$ cat config.mk
export PLATFORM = sky130hd
export DESIGN_NAME = pc_fetch_unit
export DESIGN_NICKNAME = d
export VERILOG_FILES = /design/src/rtl/pc_fetch_unit.sv
export SDC_FILE = /design/constraint.sdc
export NUM_CORES = 1
export LEC_CHECK = 0
export CORE_AREA = 2 2 133 135
export CTS_BUF_LIST = sky130_fd_sc_hd__clkbuf_2
export DETAILED_ROUTE_END_ITERATION = 10
export DIE_AREA = 0 0 135 137
export PLACE_DENSITY = 0.82
export SYNTH_ARGS = -nofsm -noshare
export SYNTH_HDL_FRONTEND = slang
export SYNTH_SLANG_ARGS = --single-unit
$ cat constraint.sdc
create_clock -name clk -period 3.3 [get_ports clk]
set_clock_uncertainty 0.1 [all_clocks]
set_input_delay 0.33 -clock clk [delete_from_list [all_inputs] [get_ports clk]]
set_output_delay 0.33 -clock clk [all_outputs]
set_load 0.005 [all_outputs]
$ cat src/rtl/pc_fetch_unit.sv
// pc_fetch_unit: owns the program counter, drives the instruction-memory port and holds the
// IF/ID pipeline register. Branch redirects and IF/ID flushes arrive from the ID stage.
// Build option: define BRANCH_DELAY_SLOT_EN to let the sequential instruction after a taken
// branch enter ID as a delay slot; is_rst_IF_ID is then ignored.
module pc_fetch_unit #(
  parameter int unsigned       ADDR_W   = 32,
  parameter int unsigned       DATA_W   = 32,
  parameter logic [ADDR_W-1:0] RESET_PC = '0,
  parameter logic [DATA_W-1:0] NOP_INST = '0
) (
  input  logic              clk,
  input  logic              rst,
  input  logic              stall_IF,
  input  logic              is_branch,
  input  logic [ADDR_W-1:0] branch_address,
  input  logic              is_rst_IF_ID,
  output logic              imem_req,
  output logic [ADDR_W-1:0] imem_addr,
  input  logic              imem_ready,
  input  logic [DATA_W-1:0] imem_rdata,
  output logic [ADDR_W-1:0] pc_plus4_ID,
  output logic [DATA_W-1:0] inst_ID,
  output logic              valid_ID
);

  // StSlot is only entered when delay slots are enabled: the in-flight sequential fetch is kept.
  typedef enum logic [1:0] {StIdle, StFetch, StDiscard, StSlot} state_e;

  state_e            state_q, state_d;
  logic [ADDR_W-1:0] pc_q, pc_d;
  logic [ADDR_W-1:0] pend_addr_q, pend_addr_d;
  logic              hold_valid_q, hold_valid_d;
  logic [ADDR_W-1:0] hold_pc4_q, hold_pc4_d;
  logic [DATA_W-1:0] hold_inst_q, hold_inst_d;
  logic [ADDR_W-1:0] id_pc4_q, id_pc4_d;
  logic [DATA_W-1:0] id_inst_q, id_inst_d;
  logic              id_valid_q, id_valid_d;

  logic              redirect;
  logic [ADDR_W-1:0] target;
  logic              rsp;
  logic              keep;
  logic              flush;
  logic              unused_in;

  assign redirect = is_branch & ~stall_IF;
  assign target   = {branch_address[ADDR_W-1:2], 2'b00};
  assign rsp      = imem_req & imem_ready;

`ifdef BRANCH_DELAY_SLOT_EN
  // Any response that is not being discarded is kept, including the slot after a branch.
  assign flush     = 1'b0;
  assign keep      = rsp & ((state_q == StFetch) | (state_q == StSlot));
  assign unused_in = ^{branch_address[1:0], is_rst_IF_ID};
`else
  // A response arriving in the redirect cycle belongs to the wrong path and is dropped.
  assign flush     = is_rst_IF_ID;
  assign keep      = rsp & (state_q == StFetch) & ~redirect;
  assign unused_in = ^branch_address[1:0];
`endif

  // Memory port: request while fetching with an empty hold buffer, or while draining an
  // outstanding transaction whose address must stay stable.
  always_comb begin
    imem_req  = 1'b0;
    imem_addr = pc_q;
    unique case (state_q)
      StFetch:           imem_req = ~hold_valid_q;
      StDiscard, StSlot: begin
        imem_req  = 1'b1;
        imem_addr = pend_addr_q;
      end
      default: ;
    endcase
  end

  // Next-state for the fetch FSM, PC, hold buffer and IF/ID register.
  always_comb begin
    state_d      = state_q;
    pc_d         = pc_q;
    pend_addr_d  = pend_addr_q;
    hold_valid_d = hold_valid_q;
    hold_pc4_d   = hold_pc4_q;
    hold_inst_d  = hold_inst_q;
    id_pc4_d     = id_pc4_q;
    id_inst_d    = id_inst_q;
    id_valid_d   = id_valid_q;

    unique case (state_q)
      StIdle:  state_d = StFetch;
      StFetch: begin
        if (redirect && imem_req && !imem_ready) begin
          pend_addr_d = pc_q;
`ifdef BRANCH_DELAY_SLOT_EN
          state_d     = StSlot;
`else
          state_d     = StDiscard;
`endif
        end
      end
      StDiscard, StSlot: if (imem_ready) state_d = StFetch;
      default: state_d = StIdle;
    endcase

    if (redirect) begin
      pc_d = target;
    end else if (keep && state_q == StFetch) begin
      pc_d = pc_q + ADDR_W'(4);
    end

    if (!stall_IF) begin
      hold_valid_d = 1'b0;
      if (flush) begin
        id_inst_d  = NOP_INST;
        id_valid_d = 1'b0;
      end else if (hold_valid_q) begin
        id_pc4_d   = hold_pc4_q;
        id_inst_d  = hold_inst_q;
        id_valid_d = 1'b1;
      end else if (keep) begin
        id_pc4_d   = imem_addr + ADDR_W'(4);
        id_inst_d  = imem_rdata;
        id_valid_d = 1'b1;
      end else begin
        id_inst_d  = NOP_INST;
        id_valid_d = 1'b0;
      end
    end else if (keep) begin
      // ID is frozen: park the word so the request can be withdrawn.
      hold_valid_d = 1'b1;
      hold_pc4_d   = imem_addr + ADDR_W'(4);
      hold_inst_d  = imem_rdata;
    end
  end

  // State registers with asynchronous active-low reset.
  always_ff @(posedge clk or negedge rst) begin
    if (!rst) begin
      state_q      <= StIdle;
      pc_q         <= RESET_PC;
      pend_addr_q  <= RESET_PC;
      hold_valid_q <= 1'b0;
      hold_pc4_q   <= '0;
      hold_inst_q  <= NOP_INST;
      id_pc4_q     <= '0;
      id_inst_q    <= NOP_INST;
      id_valid_q   <= 1'b0;
    end else begin
      state_q      <= state_d;
      pc_q         <= pc_d;
      pend_addr_q  <= pend_addr_d;
      hold_valid_q <= hold_valid_d;
      hold_pc4_q   <= hold_pc4_d;
      hold_inst_q  <= hold_inst_d;
      id_pc4_q     <= id_pc4_d;
      id_inst_q    <= id_inst_d;
      id_valid_q   <= id_valid_d;
    end
  end

  assign pc_plus4_ID = id_pc4_q;
  assign inst_ID     = id_inst_q;
  assign valid_ID    = id_valid_q;

endmodule

==> flow_summary.json <==
{
  "path_buf_inv": 4,
  "first_pass_iters": 5,
  "critPathArrivalTime_ps": 2630,
  "finalSetupViolCount": 0,
  "power.density_nw_per_um2": 568,
  "hp-class": "in -> async",
  "fillCellCount": 1313,
  "grt_max_degree": 98,
  "ys_warn_count": 0,
  "avgSynthCellArea_um2": 10.7,
  "stdcell_area_um2": 11500,
  "core_area_um2": 17100,
  "vias": 6921,
  "numCtsBuffers": 17,
  "vdd_ir_drop_max_mv": 0.241,
  "overflow": 0,
  "worstReg2RegStart": "state_q[1]",
  "drt_iter0_drc": 343,
  "core.rowCount": 48,
  "grt_util_all_layers": 0.232,
  "synth_edf_count": 0,
  "top_layer": "met4",
  "fin_hold_ws_ps": 59.9,
  "final_common_cell": "dfrtp_1",
  "grt_pass1_vias": 6796,
  "path_class": "reg -> out",
  "rsz0062_at_grt": "false",
  "drt-vias-per-instance": 5.45,
  "async_flop_share": 1.00,
  "r2r-end": "pc_q[28]",
  "postSynthCellCount": 860,
  "start_util": 0.539,
  "critPathTopFamily": "buffers and inverters",
  "crit_path_start_kind": "register",
  "crit_top_cell": "buf_4",
  "die_area_um2": 18500,
  "relSlewSlack": 0.429,
  "cpMaxStageDelayCell": "dfrtp_4",
  "grt_first_pass_wirelength_um": 33900,
  "crit_path_max_incr_delay_ps": 460,
  "wl_met2_um": 9880,
  "tns_ps": 0,
  "rrSetupSlack_ps": 410,
  "ys_types": 54,
  "clock-root-buffer": "clkbuf_2",
  "slew_viol_final": 0,
  "p_leak_nw": 4.93,
  "antenna_found_initial": 1,
  "ys_seq_area_frac": 0.512,
  "drive_above_1_share": 0.162,
  "clkTransAtPathRegs_ps": 290,
  "wl_met1_um": 9660,
  "max_freq_ghz": 0.327,
  "route.met3.wl_um": 1010,
  "cts_tree": "done",
  "dp_hpwl_um": 14400,
  "min_period_ps": 3060,
  "critPathMaxFanout": 20,
  "finalHoldViolCount": 0,
  "worst_setup_path_end_kind": "primary output",
  "power_mw": 6.55,
  "nNetsFinal": 1103,
  "cts_htree_levels": 4,
  "placed_cell_area_um2": 11000,
  "gp_congestion": 0.859,
  "port_buffers": 161,
  "die_h_um": 137,
  "drt-wirelength-per-cell_um": 16.3,
  "crit_chain": "buf_4 -> buf_4 -> mux2i_2 -> inv_1 -> clkdlybuf4s50_1",
  "wl_um": 20700,
  "ant_nets": 0,
  "tightest_slew_ps": 856,
  "synth_ff_type": "dfrtp_1",
  "required_ps": 2870,
  "max_cap_violations": 0,
  "clk_path_buf_depth": 2,
  "drc": 0,
  "status": "finished clean",
  "synth-seq-cells": 188,
  "r2r_cells": 8,
  "area_growth_pct": 25.5,
  "ioPinCount": 168,
  "clk_latency_ps": 750,
  "dieWidth_um": 135,
  "clock-sinks": 188,
  "fin_util": 0.677,
  "synthesis.area_um2": 9200,
  "fin_crit_sh": 0.927,
  "final_cell_mix": "dfrtp_1, clkdlybuf4s50_1, nand2_1"
}
## logic make-up (layout without fill, tap and decap cells)
logic type / count (synthesis) / in the layout / synth area share
simple gates: 249 / 249 / 0.140
flops: 188 / 188 / 0.512
compound gates: 172 / 172 / 0.120
mux: 111 / 111 / 0.133
buf+inv: 81 / 261 / 0.0396
xor+xnor: 56 / 56 / 0.0533
fa+ha+maj: 2 / 2 / 0.00272
other cells: 1 / 5 / 0.000408
## how the worst max path moves through the flow
stage	from	end	slack [ps]	cells after the start
6_report	state_q[1]	imem_addr[21]	240	5
5_1_grt	state_q[1]	imem_addr[21]	60	5
4_1_cts	state_q[1]	imem_addr[21]	160	5
3_5_place_dp	state_q[1]	pc_plus4_ID[31]	490	8
3_3_place_gp	state_q[1]	pc_plus4_ID[31]	530	8
2_1_floorplan	state_q[1]	pc_plus4_ID[20]	380	13
## cell usage after synthesis, types with 14 or more instances
| master | instances | area (µm²) |
|---|---|---|
| a21oi_1 | 14 | 70.1 |
| a22oi_1 | 32 | 240 |
| and3_1 | 16 | 100 |
| clkbuf_1 | 39 | 146 |
| dfrtp_1 | 188 | 4700 |
| inv_1 | 19 | 71.3 |
| mux2_2 | 87 | 980 |
| mux2i_1 | 22 | 220 |
| nand2_1 | 130 | 488 |
| nand3_1 | 20 | 100 |
| nand4_1 | 14 | 87.6 |
| nor2_1 | 26 | 97.6 |
| o21ai_0 | 86 | 430 |
| xnor2_1 | 31 | 272 |
| xor2_1 | 25 | 219 |
## where the power goes
group	leakage [nW]	total, mW	internal, mW	switching, mW
Clock	0.137	1.14	0.356	0.782
Combinational	2.44	2.03	1.18	0.844
Sequential	2.35	3.39	2.92	0.463
Total	4.93	6.55	4.46	2.09
## what timing repair did
action / 4_1_cts / 5_1_grt
buffers inserted: 2 / 0
setup endpoints to repair: 11 / 0
hold buffers: 31 / 0
resized for setup: 3 / 0
endpoints found under the hold margin: 123 / 0
## cell type report
class,count,area [µm²],area share
repair buffers,211,2080,0.180
inverters,19,71.3,0.00618
flip-flops and latches,188,4710,0.408
clock inverters,12,140,0.0121
well taps,225,282,0.0244
multi-input cells,594,4160,0.361
diodes,1,2.50,0.000217
clock buffers,19,95.1,0.00824
## metal layers
metal | global-route usage | vias up
li1 | - | 3353
met1 | 0.322 | 3371
met2 | 0.380 | 183
met3 | 0.0396 | 14
met4 | 0.0596 | 0
met5 | 0 | -
## worst register-to-register path, cell delays in order (launching register included)
cell and delay, ps:
dfrtp_4 530, buf_4 210, buf_4 200, and4bb_1 580, and4_1 470, nand3_1 240
nor3_1 250, xnor2_1 140, o21ai_1 70
## sequential cells by signal, indices dropped and copies added (netlist names)
signal and flops:
valid_ID 1, hold_inst_q 32, inst_ID 32, pend_addr_q 30, pc_q 30, state_q 2
pc_plus4_ID 30, hold_pc4_q 30, hold_valid_q 1
## per-stage QoR
| stage | std cells | setup slack [ps] |
|---|---|---|
| 6_report | 1269 | 242 |
| 5_1_grt | 1269 | 59.3 |
| 4_1_cts | 1268 | 156 |
| 3_5_place_dp | 1204 | 486 |
| 3_3_place_gp | 1204 | 533 |
| 2_1_floorplan | 863 | 378 |
Power figures use the tool's default switching activity.
